[config.mk]
export PLATFORM = sky130hd
export DESIGN_NAME = lsu_ctrl_flat
export DESIGN_NICKNAME = d
export VERILOG_FILES = /design/src/rtl/lsu_ctrl_if.sv /design/src/rtl/lsu_ctrl.sv /design/src/flat_wrapper.sv
export SDC_FILE = /design/constraint.sdc
export NUM_CORES = 1
export LEC_CHECK = 0
export ABC_CLOCK_PERIOD_IN_PS = 4100
export CORE_MARGIN = 2
export CORE_UTILIZATION = 39
export DETAILED_ROUTE_END_ITERATION = 6
export HOLD_SLACK_MARGIN = 0.02
export MAX_ROUTING_LAYER = met4
export PLACE_DENSITY = 0.82
export REMOVE_ABC_BUFFERS = 1
export SYNTH_ARGS = -nofsm -noshare
export SYNTH_HDL_FRONTEND = slang
export SYNTH_SLANG_ARGS = --single-unit
export TNS_END_PERCENT = 10
[constraint.sdc]
create_clock -name clk -period 4.1 [get_ports clk]
set_input_delay 0.82 -clock clk [delete_from_list [all_inputs] [get_ports clk]]
set_output_delay 0.82 -clock clk [all_outputs]
set_load 0.005 [all_outputs]
[src/rtl/lsu_ctrl_if.sv]
// Bundle of request, response and memory-wrapper signals for the load/store control stage.
// slave = the lsu_ctrl side, master = the execute stage / memory environment side.
interface lsu_ctrl_if #(
    parameter int ADDR_W = 32,
    parameter int DATA_W = 32
);
    logic              req_valid;
    logic              req_ready;
    logic [ADDR_W-1:0] req_addr;
    logic [DATA_W-1:0] req_wdata;
    logic              req_we;
    logic [1:0]        req_size;
    logic              req_unsigned;
    logic              resp_valid;
    logic              resp_ready;
    logic [DATA_W-1:0] resp_rdata;
    logic              resp_err;
    logic [ADDR_W-1:0] mem_addr;
    logic [DATA_W-1:0] mem_wr_data;
    logic              mem_wr_en;
    logic [1:0]        mem_size;
    logic [DATA_W-1:0] mem_rd_data;

    modport slave (
        input  req_valid, req_addr, req_wdata, req_we, req_size, req_unsigned,
        input  resp_ready, mem_rd_data,
        output req_ready, resp_valid, resp_rdata, resp_err,
        output mem_addr, mem_wr_data, mem_wr_en, mem_size
    );

    modport master (
        output req_valid, req_addr, req_wdata, req_we, req_size, req_unsigned,
        output resp_ready, mem_rd_data,
        input  req_ready, resp_valid, resp_rdata, resp_err,
        input  mem_addr, mem_wr_data, mem_wr_en, mem_size
    );
endinterface

[src/rtl/lsu_ctrl.sv]
// Single-outstanding load/store control stage: alignment check, one-cycle memory issue, load extension.
// Optional event counters are built only when LSU_PERF_CNT_EN is defined.
module lsu_ctrl #(
    parameter int ADDR_W = 32,
    parameter int DATA_W = 32
) (
    input  logic        clk,
    input  logic        rst,
    lsu_ctrl_if.slave   bus,
    output logic [31:0] perf_loads,
    output logic [31:0] perf_stores,
    output logic [31:0] perf_faults
);
    typedef enum logic [1:0] {IDLE, ISSUE, CAPTURE, RESP} state_t;

    state_t            state_q;
    logic              we_q;
    logic              uns_q;
    logic [ADDR_W-1:0] mem_addr_q;
    logic [DATA_W-1:0] mem_wdata_q;
    logic [1:0]        mem_size_q;
    logic              mem_wr_en_q;
    logic              resp_valid_q;
    logic              resp_err_q;
    logic [DATA_W-1:0] resp_rdata_q;
    logic [DATA_W-1:0] resp_rdata_d;
    logic              req_fault;
    logic              accept;

    // The wrapper already zero-extends its lane, so only the upper fill needs choosing.
    function automatic logic [DATA_W-1:0] extend_load(input logic [DATA_W-1:0] raw,
                                                      input logic [1:0] size,
                                                      input logic uns);
        case (size)
            2'b00:   return uns ? {{(DATA_W-8){1'b0}}, raw[7:0]}
                                : {{(DATA_W-8){raw[7]}}, raw[7:0]};
            2'b01:   return uns ? {{(DATA_W-16){1'b0}}, raw[15:0]}
                                : {{(DATA_W-16){raw[15]}}, raw[15:0]};
            default: return raw;
        endcase
    endfunction

    assign req_fault = (bus.req_size == 2'b11) ||
                       ((bus.req_size == 2'b01) && bus.req_addr[0]) ||
                       ((bus.req_size == 2'b10) && (bus.req_addr[1:0] != 2'b00));
    assign accept       = (state_q == IDLE) && bus.req_valid;
    assign resp_rdata_d = extend_load(bus.mem_rd_data, mem_size_q, uns_q);

    always_ff @(posedge clk or posedge rst) begin
        if (rst) begin
            state_q      <= IDLE;
            we_q         <= 1'b0;
            uns_q        <= 1'b0;
            mem_addr_q   <= '0;
            mem_wdata_q  <= '0;
            mem_size_q   <= '0;
            mem_wr_en_q  <= 1'b0;
            resp_valid_q <= 1'b0;
            resp_err_q   <= 1'b0;
            resp_rdata_q <= '0;
        end else begin
            case (state_q)
                IDLE: begin
                    if (bus.req_valid) begin
                        we_q  <= bus.req_we;
                        uns_q <= bus.req_unsigned;
                        if (req_fault) begin
                            state_q      <= RESP;
                            resp_valid_q <= 1'b1;
                            resp_err_q   <= 1'b1;
                            resp_rdata_q <= '0;
                        end else begin
                            // Memory port is loaded at acceptance so it is live during ISSUE.
                            state_q     <= ISSUE;
                            mem_addr_q  <= bus.req_addr;
                            mem_wdata_q <= bus.req_wdata;
                            mem_size_q  <= bus.req_size;
                            mem_wr_en_q <= bus.req_we;
                        end
                    end
                end
                ISSUE: begin
                    mem_wr_en_q <= 1'b0;
                    if (we_q) begin
                        state_q      <= RESP;
                        resp_valid_q <= 1'b1;
                        resp_err_q   <= 1'b0;
                        resp_rdata_q <= '0;
                    end else begin
                        state_q <= CAPTURE;
                    end
                end
                CAPTURE: begin
                    state_q      <= RESP;
                    resp_valid_q <= 1'b1;
                    resp_err_q   <= 1'b0;
                    resp_rdata_q <= resp_rdata_d;
                end
                RESP: begin
                    if (bus.resp_ready) begin
                        state_q      <= IDLE;
                        resp_valid_q <= 1'b0;
                        resp_err_q   <= 1'b0;
                        resp_rdata_q <= '0;
                    end
                end
                default: state_q <= IDLE;
            endcase
        end
    end

    assign bus.req_ready   = (state_q == IDLE);
    assign bus.resp_valid  = resp_valid_q;
    assign bus.resp_err    = resp_err_q;
    assign bus.resp_rdata  = resp_rdata_q;
    assign bus.mem_addr    = mem_addr_q;
    assign bus.mem_wr_data = mem_wdata_q;
    assign bus.mem_wr_en   = mem_wr_en_q;
    assign bus.mem_size    = mem_size_q;

`ifdef LSU_PERF_CNT_EN
    logic [31:0] perf_loads_q;
    logic [31:0] perf_stores_q;
    logic [31:0] perf_faults_q;

    always_ff @(posedge clk or posedge rst) begin
        if (rst) begin
            perf_loads_q  <= '0;
            perf_stores_q <= '0;
            perf_faults_q <= '0;
        end else if (accept) begin
            if (req_fault)       perf_faults_q <= perf_faults_q + 32'd1;
            else if (bus.req_we) perf_stores_q <= perf_stores_q + 32'd1;
            else                 perf_loads_q  <= perf_loads_q + 32'd1;
        end
    end

    assign perf_loads  = perf_loads_q;
    assign perf_stores = perf_stores_q;
    assign perf_faults = perf_faults_q;
`else
    logic unused_accept;
    assign unused_accept = accept;
    assign perf_loads    = '0;
    assign perf_stores   = '0;
    assign perf_faults   = '0;
`endif
endmodule

[src/flat_wrapper.sv]
// flat-port wrapper written by rule: the top's interface ports become plain ports
module lsu_ctrl_flat 
#(
    parameter int ADDR_W = 32,
    parameter int DATA_W = 32
)
  (clk, rst, perf_loads, perf_stores, perf_faults, bus_req_valid, bus_req_addr, bus_req_wdata, bus_req_we, bus_req_size, bus_req_unsigned, bus_resp_ready, bus_mem_rd_data, bus_req_ready, bus_resp_valid, bus_resp_rdata, bus_resp_err, bus_mem_addr, bus_mem_wr_data, bus_mem_wr_en, bus_mem_size);
  lsu_ctrl_if #(.ADDR_W(ADDR_W), .DATA_W(DATA_W)) bus_i ();
  input  logic clk;
  input  logic rst;
  output logic [31:0] perf_loads;
  output logic [31:0] perf_stores;
  output logic [31:0] perf_faults;
  input wire logic [$bits(bus_i.req_valid)-1:0] bus_req_valid;
  input wire logic [$bits(bus_i.req_addr)-1:0] bus_req_addr;
  input wire logic [$bits(bus_i.req_wdata)-1:0] bus_req_wdata;
  input wire logic [$bits(bus_i.req_we)-1:0] bus_req_we;
  input wire logic [$bits(bus_i.req_size)-1:0] bus_req_size;
  input wire logic [$bits(bus_i.req_unsigned)-1:0] bus_req_unsigned;
  input wire logic [$bits(bus_i.resp_ready)-1:0] bus_resp_ready;
  input wire logic [$bits(bus_i.mem_rd_data)-1:0] bus_mem_rd_data;
  output wire logic [$bits(bus_i.req_ready)-1:0] bus_req_ready;
  output wire logic [$bits(bus_i.resp_valid)-1:0] bus_resp_valid;
  output wire logic [$bits(bus_i.resp_rdata)-1:0] bus_resp_rdata;
  output wire logic [$bits(bus_i.resp_err)-1:0] bus_resp_err;
  output wire logic [$bits(bus_i.mem_addr)-1:0] bus_mem_addr;
  output wire logic [$bits(bus_i.mem_wr_data)-1:0] bus_mem_wr_data;
  output wire logic [$bits(bus_i.mem_wr_en)-1:0] bus_mem_wr_en;
  output wire logic [$bits(bus_i.mem_size)-1:0] bus_mem_size;
  assign bus_i.req_valid = bus_req_valid;
  assign bus_i.req_addr = bus_req_addr;
  assign bus_i.req_wdata = bus_req_wdata;
  assign bus_i.req_we = bus_req_we;
  assign bus_i.req_size = bus_req_size;
  assign bus_i.req_unsigned = bus_req_unsigned;
  assign bus_i.resp_ready = bus_resp_ready;
  assign bus_i.mem_rd_data = bus_mem_rd_data;
  assign bus_req_ready = bus_i.req_ready;
  assign bus_resp_valid = bus_i.resp_valid;
  assign bus_resp_rdata = bus_i.resp_rdata;
  assign bus_resp_err = bus_i.resp_err;
  assign bus_mem_addr = bus_i.mem_addr;
  assign bus_mem_wr_data = bus_i.mem_wr_data;
  assign bus_mem_wr_en = bus_i.mem_wr_en;
  assign bus_mem_size = bus_i.mem_size;
  lsu_ctrl #(.ADDR_W(ADDR_W), .DATA_W(DATA_W)) u_core (.clk(clk), .rst(rst), .bus(bus_i), .perf_loads(perf_loads), .perf_stores(perf_stores), .perf_faults(perf_faults));
endmodule
# After elaboration in Yosys (flattened, before gate mapping)
# Index checks and enable logic that the tools add are counted.
[classes] eq_ne=12 n_mux=23 n_bitwise=1 reduce_logical=13
[op_table] operator="32-bit two-way mux" count=6
[op_table] operator="32-bit case mux with 4 select lines" count=1
[op_table] operator="32-bit case mux with 2 select lines" count=1
[op_table] operator="2-bit == test (second input constant)" count=4
[op_table] operator="1-bit two-way mux" count=8
[op_table] operator="1-bit case mux with 4 select lines" count=2
[op_table] operator="2-bit case mux with 4 select lines" count=1
[op_table] operator="2-bit by 1-bit == test with 1-bit output (second input constant)" count=3
[op_table] operator="2-bit two-way mux" count=3
[op_table] operator="2-bit inequality test (second input constant)" count=3
[op_table] operator="3-bit AND reduction" count=2
[op_table] operator="2-bit zero test" count=2
[op_table] operator="2-bit by 1-bit inequality test with 1-bit output (second input constant)" count=2
[op_table] operator="2-bit AND reduction" count=2
[op_table] operator="4-bit AND reduction" count=1
[op_table] operator="2-bit nonzero test" count=2
[op_table] operator="1-bit logical AND" count=2
[op_table] operator="1-bit logical OR" count=2
[op_table] operator="1-bit case mux with 2 select lines" count=1
[op_table] operator="1-bit NOT" count=1
[word_totals] regBits=105 inputBits=104 word_cells=59

# Longest topological paths before layout
# Gate-level depths: netlist of the first run.
[depth] word_depth=7 depth_mapped=8 depth_no_buf=6

# Least setup slack after synthesis of the first run
# No wires, ideal clock.
[synth_timing] kind="input-to-reg" start="in bus_req_size[0]" end="reg u_core.resp_rdata_q[10] (netlist: u_core.bus.resp_rdata[10])" setup_ns=0.125 arrival_time_ns=1.911 slack_ns=2.064 stages=5 path_buffers=2 cell_sequence="o31ai_2 > a221o_1 > buf_6 > buf_8 > mux2_4"
[synth_via] elab_chain_len=6 elab_cells_between_ends=9 classes_between="4 x eq/ne; 5 x reduce/logical"
[synth_rtl] item="from (decl)" line_no="flat_wrapper.sv:18" source="input wire logic [$bits(bus_i.req_size)-1:0] bus_req_size;"
[synth_rtl] item="2-bit by 1-bit == test with 1-bit output" line_no="lsu_ctrl.sv:44" source="((bus.req_size == 2'b01) && bus.req_addr[0]) ||"
[synth_rtl] item="1-bit logical AND" line_no="lsu_ctrl.sv:44"
[synth_rtl] item="1-bit logical OR" line_no="lsu_ctrl.sv:43" source="assign req_fault = (bus.req_size == 2'b11) ||"
[synth_rtl] item="1-bit logical OR *" line_no="lsu_ctrl.sv:44"
[synth_rtl] item="2-bit by 1-bit inequality test with 1-bit output (no line) *"
[synth_rtl] item="4-bit AND reduction (no line) *"
[synth_rtl] item="to (signal assigned)" line_no="lsu_ctrl.sv:97" source="resp_rdata_q <= resp_rdata_d;"
[synth_rtl] item="to (decl)" line_no="lsu_ctrl.sv:25" source="logic [DATA_W-1:0] resp_rdata_q;"
# Mark *: on every way between the ends. The rest lies on a longest branch, timed or not.
# A chain may end at the register's enable or synchronous reset.

# Worst setup path after layout of the first run
[layout_timing] start="in bus_req_size[0]" end="reg u_core.resp_rdata_q[19] (netlist: u_core.bus.resp_rdata[19])"
# Same word-level chain as after synthesis.

==> results.yml, run 1 <==
critical_path:
  critPathTopFamily: "compound AO/OA/AOI/OAI gates"
  worstPathArrival_ps: 2940
  endpoint_kind: "register"
  r2r_setup_slack_ps: 1600
  cp_slowest_cell: "o31ai_2"
  r2r-start: "u_core.state_q[0]"
  worstPathRequired_ps: 4360
  cp-endpoint: "u_core.bus.resp_rdata[19]"
  critical_path_class: "in2reg"
  cp.depth: 5
  path_cells: "clkdlybuf4s50_1, o31ai_2, a221o_2, buf_4, mux2i_1"
  crit_buf_inv: 2
  cp-startpoint: "bus_req_size[0]"
  slowest_delay_ps: 500
  critPathLaunchType: "primary input"
  worstPathMaxFanout: 22
  worstReg2RegEnd: "u_core.bus.resp_rdata[19]"
  r2r_cells: 7
placement:
  placed_cells_incl_taps: 784
  gp_congestion: 0.781
  portBuffers: 205
  dpl.hpwl_um: 9070
floorplan:
  core_area_um2: 13300
  start_util_pct: 40.0
  io_pins: 302
  dieArea_um2: 14600
  num_rows: 42
  die_x_um: 121
  die_h_um: 121
sta:
  min_period_over_period_pct: 65.5
  period_needed_ps: 2680
  setup_viol: 0
  slew_viol_final: 0
  clock_skew_ps: 4.35
  grt_setup_unrepaired: "false"
  slew-limit-headroom_pct: 24.7
  fmax_ghz: 0.373
  fin_setup_tns_ps: 0
  worstMarginPinSlew_ps: 1130
  hold_viol: 0
cells_and_area:
  fin_nets: 727
  syn_to_final_growth_pct: 40.4
  fin_cells: 800
  final_cell_mix: "clkdlybuf4s50_1 (205), dfrtp_1 (105), conb_1 (96)"
  final_common_cell: "clkdlybuf4s50_1"
  drive_above_1_share_pct: 16.5
  diodes: 0
synthesis:
  ys.flop_type: "dfrtp_1"
  ys_seq_elements: 105
  synth_top_area_cell: "dfrtp_1"
  synth_area_leaders: "dfrtp_1 (49%), buf_4 (14%), mux2_4 (13%), mux2_2 (6.6%), mux2i_1 (4.7%)"
  synth_edf_count: 0
  seq_area_frac_synth_pct: 49.4
  synth_cell_type_count: 30
  netlist_instances: 419
  syn_area_per_cell_um2: 12.7
  async_flop_share_pct: 100
  ys_warn_count: 0
  syn_area_um2: 5320
  synth_top_area_share_pct: 49.4
clock_network:
  cts_made_buffers: 9
  cts-hold-fix-buffers: 0
  cts_num_sinks: 105
  cts.clk_slew.worst_paths_ps: 60
  clockBufferDepth: 2
  htreeDepth: 3
  root_buffer: "clkbuf_16"
  cts_setup_buffers: 0
  cts_tree: "yes"
  clk_latency_ps: 340
  post_cts_resized: 0
pwr:
  pwr-share-clk_pct: 18.5
  p_comb_share_pct: 45.9
  p_seq_share_pct: 35.7
  leakagePower_nw: 3.49
  netSwitchingFraction_pct: 29.3
  ir_worst_vdd_uv: 405
  p_int_mw: 3.61
  p_per_area_nw_per_um2: 684
  switchingPower_mw: 1.50
detailed_routing:
  ant_nets: 0
  wl_per_cell_um: 15.0
  routed_wl_um: 12000
  drtIter0Drc: 81
  dr.pass1.iters: 6
  detail_route.vias_per_cell: 4.33
  vias: 3467
  drc: 0
global_route:
  grt_pass1_vias: 3618
  gr-total-overflow: 0
  grt_max_degree: 93
  antenna_found_initial: 0
  grt_util_all_layers_pct: 16.7
  grt_first_pass_wirelength_um: 18400
outcome:
  status: "finished clean"
worst_hold_path:
  hp-class: "reg2reg"
job:
  drv_cap: 0
routing by layer:
layer | GRT usage (%) | vias to the layer above | share of wire, %
met5 | - | - | 0
met1 | 20.6 | 1665 | 41
met3 | 4.20 | 13 | 7.8
met4 | 6.10 | 0 | 1.5
met2 | 26.7 | 185 | 50
li1 | - | 1604 | -
Yosys cell counts, drive strengths merged, types with 2 or more instances:
cell and number:
a22oi 2, a21oi 19, mux2i 25, inv 31
clkbuf 7, mux2 76, buf 107, a21o 4
nand2 10, a21boi 8, o21ai 9, dfrtp 105
ha 4
how the worst min path moves through the flow:
| stage | slack [ps] | cells after the start | end | from |
|---|---|---|---|---|
| after floorplan | 470 | 1 | u_core.we_q | u_core.we_q |
| after global placement | 490 | 1 | u_core.bus.mem_wr_data[30] | u_core.bus.mem_wr_data[30] |
| after detailed placement | 490 | 1 | u_core.bus.mem_addr[12] | u_core.bus.mem_addr[12] |
| after CTS | 510 | 1 | u_core.bus.mem_wr_data[27] | u_core.bus.mem_wr_data[27] |
| after global routing | 530 | 1 | u_core.bus.mem_wr_data[27] | u_core.bus.mem_wr_data[27] |
| final | 510 | 1 | u_core.bus.mem_addr[7] | u_core.bus.mem_addr[7] |
through the flow:
step / setup slack [ps] / total power [mW] / utilization [%] / hold WS (ps) / area (µm²)
after floorplan: -222 / 2.93 / - / 467 / 4820
after global placement: 1170 / 4.10 / 53.7 / 488 / 7140
after detailed placement: 1060 / 4.20 / 53.7 / 491 / 7140
after CTS: 1400 / 5.17 / 56.2 / 508 / 7470
after global routing: 1310 / 5.42 / 56.2 / 530 / 7470
final: 1420 / 5.11 / 56.2 / 509 / 7470
cell families after synthesis:
kind of cell	Yosys count	synth area share, %
DFF	105	49.4
other	1	0.0705
AOI/OAI and AO/OA	47	5.57
muxes	101	24.0
adders and majority gates	4	0.940
and+or+nand+nor	16	1.79
buffers and inverters	145	18.3
final cells by class:
cell class,count,area (µm²)
clock inverter,5,77.6
fill,1071,5820
inverter,31,119
sequential,105,2630
timing repair buffer,208,2090
tap,176,220
clock buffer,11,253
multi-input combinational,264,2090
power groups by stage:
stage | combinational [mW] | clock, mW | sequential [mW]
5_1_grt | 2.52 | 1.01 | 1.89
3_5_place_dp | 2.37 | 0 | 1.83
3_3_place_gp | 2.29 | 0 | 1.81
4_1_cts | 2.38 | 0.969 | 1.83
2_1_floorplan | 1.11 | 0 | 1.82
6_report | 2.35 | 0.944 | 1.82
flip-flops by register name (all words and copies together), names as in the netlist:
signal / cells
u_core.bus.mem_size: 2
u_core.uns_q: 1
u_core.we_q: 1
u_core.bus.mem_wr_data: 32
u_core.bus.resp_rdata: 32
u_core.bus.resp_err: 1
u_core.bus.resp_valid: 1
u_core.state_q: 2
u_core.bus.mem_wr_en: 1
u_core.bus.mem_addr: 32
No activity file was read; power rests on OpenSTA's default activity.
==> run 2: changes to the inputs <==
--- a/config.mk
+++ b/config.mk
@@ -5,13 +5,13 @@
 export SDC_FILE = /design/constraint.sdc
 export NUM_CORES = 1
 export LEC_CHECK = 0
-export ABC_CLOCK_PERIOD_IN_PS = 4100
+export ABC_CLOCK_PERIOD_IN_PS = 2200
 export CORE_MARGIN = 2
-export CORE_UTILIZATION = 39
+export CORE_UTILIZATION = 35
 export DETAILED_ROUTE_END_ITERATION = 6
 export HOLD_SLACK_MARGIN = 0.02
 export MAX_ROUTING_LAYER = met4
-export PLACE_DENSITY = 0.82
+export PLACE_DENSITY = 0.77
 export REMOVE_ABC_BUFFERS = 1
 export SYNTH_ARGS = -nofsm -noshare
 export SYNTH_HDL_FRONTEND = slang
==> constraint.sdc (replaced) <==
create_clock -name clk -period 2.2 [get_ports clk]
set_input_delay 0.44 -clock clk [delete_from_list [all_inputs] [get_ports clk]]
set_output_delay 0.44 -clock clk [all_outputs]
set_load 0.005 [all_outputs]
==> results.yml, run 2 (synthesized netlist as in run 1, its figures left out) <==
sta:
  grt_setup_unrepaired: "false"
  hold_viol: 0
  min_period_over_period_pct: 96.7
  slew-limit-headroom_pct: 62.3
  clock_skew_ps: 10.0
  layout_setup_ws_ps: 71.6
  fin_setup_tns_ps: 0
  slew_viol_final: 0
  worstMarginPinSlew_ps: 566
  fmax_ghz: 0.470
  setup_viol: 0
  period_needed_ps: 2130
cells_and_area:
  fin_util_pct: 50.8
  fin_nets: 743
  fill_cells: 1306
  final_common_cell: "clkdlybuf4s50_1"
  diodes: 0
  final_cell_mix: "clkdlybuf4s50_1 (205), dfrtp_1 (105), conb_1 (96)"
  drive_above_1_share_pct: 18.6
  fin_cells: 827
  syn_to_final_growth_pct: 43.5
floorplan:
  num_rows: 45
  core_area_um2: 15000
  die_x_um: 127
  io_pins: 302
  dieArea_um2: 16200
  start_util_pct: 35.4
  die_h_um: 127
critical_path:
  slowest_delay_ps: 500
  cp_slowest_cell: "clkdlybuf4s50_1"
  r2r-start: "u_core.state_q[0]"
  cp-startpoint: "u_core.state_q[0]"
  path_cells: "inv_2, ha_4, buf_4, clkdlybuf4s50_1"
  endpoint_kind: "output pin"
  worstPathRequired_ps: 1760
  worstPathMaxFanout: 5
  worstPathArrival_ps: 1690
  critPathLaunchType: "register"
  critical_path_class: "reg2out"
detailed_routing:
  drtIter0Drc: 80
  ant_nets: 0
  dr.pass1.iters: 4
  vias: 3495
  wl_per_cell_um: 14.8
  drc: 0
  routed_wl_um: 12300
  detail_route.vias_per_cell: 4.23
pwr:
  p_total_mw: 9.70
  ir_worst_vdd_uv: 616
  leakagePower_nw: 3.57
  p_per_area_nw_per_um2: 1270
global_route:
  grt_pass1_vias: 3798
  grt_first_pass_wirelength_um: 19200
  grt_util_all_layers_pct: 15.5
  antenna_found_initial: 0
  gr-total-overflow: 0
  grt_max_degree: 106
placement:
  dpl.hpwl_um: 9270
  portBuffers: 205
  placed_cells_incl_taps: 811
  place_ws_ps: -195
  gp_congestion: 0.727
outcome:
  status: "finished clean"
worst_hold_path:
  hp-class: "reg2reg"
  hp-start: "u_core.bus.mem_addr[2]"
clock_network:
  clockBufferDepth: 2
  cts_made_buffers: 9
  cts.clk_slew.worst_paths_ps: 70
  cts_tree: "yes"
  clk_latency_ps: 340
  htreeDepth: 3
  cts_num_sinks: 105
  root_buffer: "clkbuf_16"
job:
  drv_cap: 0
[run 2: repair_timing]
item,4_1_cts,5_1_grt
setup buffers,0,1
gates resized for setup,3,1
pin swaps,0,0
gates cloned,0,0
endpoints found under the setup margin,1,1
hold buffers,0,0
[run 2: critical path: cells and delay by family, from the launching register on]
kind	cells	cell delay, ps
DFF	1	410
adders and majority gates	1	170
buffers and inverters	3	770
[run 2: per-stage QoR]
stage,instance area (µm²),hold slack (ps)
2_1_floorplan,4820,467
3_3_place_gp,7310,489
3_5_place_dp,7310,492
4_1_cts,7630,509
5_1_grt,7640,519
6_report,7640,510
[run 2: where the power goes]
part | leakage [nW] | internal (mW) | switching (mW) | total, mW
Clock | 0.150 | 0.998 | 0.684 | 1.68
Combinational | 2.11 | 3.03 | 1.57 | 4.60
Sequential | 1.31 | 2.82 | 0.601 | 3.42
[run 2: final timing paths]
path | to | slack [ps] | depth (start not counted)
worst min register to register | u_core.bus.mem_addr[2] | 510 | 1
worst min-delay path | u_core.bus.mem_addr[2] | 510 | 1
max in group asynchronous | u_core.bus.resp_rdata[2] | 1180 | 3
worst max register to register | u_core.bus.resp_rdata[25] | 330 | 7
worst max-delay path | bus_req_ready | 70 | 4
min in group asynchronous | u_core.bus.mem_wr_data[10] | 570 | 3
[run 2: cell type report]
cell class / instances / area (µm²) / share of cell area [%]
repair buffers: 224 / 2240 / 29.4
clock buffers: 11 / 233 / 3.05
inverters: 31 / 119 / 1.56
clock inverters: 4 / 77.6 / 1.02
flip-flops and latches: 105 / 2630 / 34.4
multi-input cells: 264 / 2100 / 27.5
well taps: 188 / 235 / 3.08
[run 2: layer usage]
metal / share of wire (%) / GRT usage (%)
met5: 0 / -
met4: 1.6 / 5.82
met3: 8.8 / 4.69
met2: 48 / 24.7
met1: 41 / 18.6
==> patch: new RTL, settings of run 1 <==
Re-encode `state_t` (4 states) as one-hot, 4 bits wide.
--- a/src/rtl/lsu_ctrl.sv
+++ b/src/rtl/lsu_ctrl.sv
@@ -11,7 +11,7 @@
     output logic [31:0] perf_stores,
     output logic [31:0] perf_faults
 );
-    typedef enum logic [1:0] {IDLE, ISSUE, CAPTURE, RESP} state_t;
+    typedef enum logic [3:0] {IDLE = 4'b0001, ISSUE = 4'b0010, CAPTURE = 4'b0100, RESP = 4'b1000} state_t;
 
     state_t            state_q;
     logic              we_q;
Formal check against the unedited RTL: same outputs for any inputs over 4 cycles, from zero or initial values and one cycle with rst high; so few cycles prove little.
==> patch against run 1 <==
Routed wire length fell by 0.88%; sequential cell count rose by 2; synthesized area fell by 5.8%; cell area fell by 3.6%; global-route usage rose by 1.4 points; sequential share of layout area rose by 2.0 points; critical endpoint is now bus_req_ready; worst setup slack got worse by 0.25 ns; clock skew rose by 0.0016 ns; die area fell by 5.6%; first-iteration DRC count rose by 81%; power fell by 18%; final cell count fell by 3.1%.
==> patch: results (changes against run 1) <==
| Metric | Value |
|---|---|
| Outcome | completed (unchanged) |
| Post-Place Worst Slack | 1.15 ns (was 1.06 ns) |
| Met3 usage | 0.0686 (was 0.0420) |
| Startpoint Class | register (was input port) |
| Reg power frac | 0.401 (was 0.357) |
| Crit path DAT | 2.11 ns (was 2.94 ns) |
| Distinct cell type count after synthesis | 38 (was 30) |
| Worst R2R Start | u_core.state_q[0] (unchanged) |
| Seq/total area | 0.372 (was 0.352) |
| Placed wire-length estimate | 9010 um (was 9070 um) |
| Slowest stage delay, CP | 0.65 ns (was 0.50 ns) |
| Synth Register Bits | 107 (was 105) |
| First-pass GRT wire length | 19400 um (was 18400 um) |
| Pint | 2.97 mW (was 3.61 mW) |
| DRT Wirelength | 11900 um (was 12000 um) |
| Static Leak | 3.20 nW (was 3.49 nW) |
| Clock tree buffer count of the final layout | 13 (was 11) |
| Capturing point of the worst reg2reg path | u_core.bus.resp_rdata[14] (was u_core.bus.resp_rdata[19]) |
| Relative slew slack | 0.262 (was 0.247) |
| GR Layer Usage met2 | 0.303 (was 0.267) |
| Nets | 702 (was 727) |
| Iter 0 DRT Violations | 147 (was 81) |
| Die area | 0.0138 mm^2 (was 0.0146 mm^2) |
| Final Hold Slack | 0.492 ns (was 0.509 ns) |
| Multi-input logic area | 0.00187 mm^2 (was 0.00209 mm^2) |
| #MultiIn Comb | 265 (was 264) |
| Pwr Density | 581 mW/mm^2 (was 684 mW/mm^2) |
| Cell count of the worst reg-to-reg path | 5 (was 7) |
| Non-CTS buffers | 210 (was 208) |
| Pin count of the biggest net entering global routing | 64 (was 93) |
## patch: cell count changes in the layout (fill, tap and decap cells not counted), moves of 4 or more
cell,change
mux2_4,-45
mux2_1,+66
o2bb2ai_1,+16
mux2_2,-29
mux2i_1,-22
nor2_1,+6
a21oi_1,-16
nor2b_1,+16
inv_1,-25
a22o_1,+17
a21o_1,-4
ha_1,-4
a21boi_0,-8
## patch: metal layers
metal | vias up | wire length (um)
met1 | 1693 | 4580
met3 | 14 | 1200
met5 | - | 0
met2 | 205 | 5890
li1 | 1584 | -
met4 | 0 | 198
## patch: through the flow
| step | setup TNS, ns | cells | total power, mW |
|---|---|---|---|
| after global placement | 0 | 759 | 3.27 |
| after detailed placement | 0 | 759 | 3.33 |
| after floorplan | -61.57 | 377 | 2.28 |
| after CTS | 0 | 775 | 4.24 |
| final | 0 | 775 | 4.19 |
| after global routing | 0 | 775 | 4.45 |
## patch: how the worst min path moves through the flow
| stage | to | startpoint | depth (start not counted) |
|---|---|---|---|
| 5_1_grt | u_core.bus.mem_addr[25] | u_core.bus.mem_addr[25] | 1 |
| 2_1_floorplan | u_core.bus.resp_rdata[16] | u_core.bus.resp_rdata[16] | 1 |
| 6_report | u_core.bus.resp_rdata[28] | u_core.bus.resp_rdata[28] | 1 |
| 3_5_place_dp | u_core.bus.resp_rdata[28] | u_core.bus.resp_rdata[28] | 1 |
| 4_1_cts | u_core.bus.resp_rdata[28] | u_core.bus.resp_rdata[28] | 1 |
| 3_3_place_gp | u_core.bus.resp_rdata[29] | u_core.bus.resp_rdata[29] | 1 |
## patch: cell families after synthesis
family | after synthesis | share of synthesized area
flops | 107 | 0.534
compound gates | 54 | 0.0846
simple gates | 44 | 0.0536
other cells | 1 | 0.000748
buf+inv | 121 | 0.168
mux | 71 | 0.159
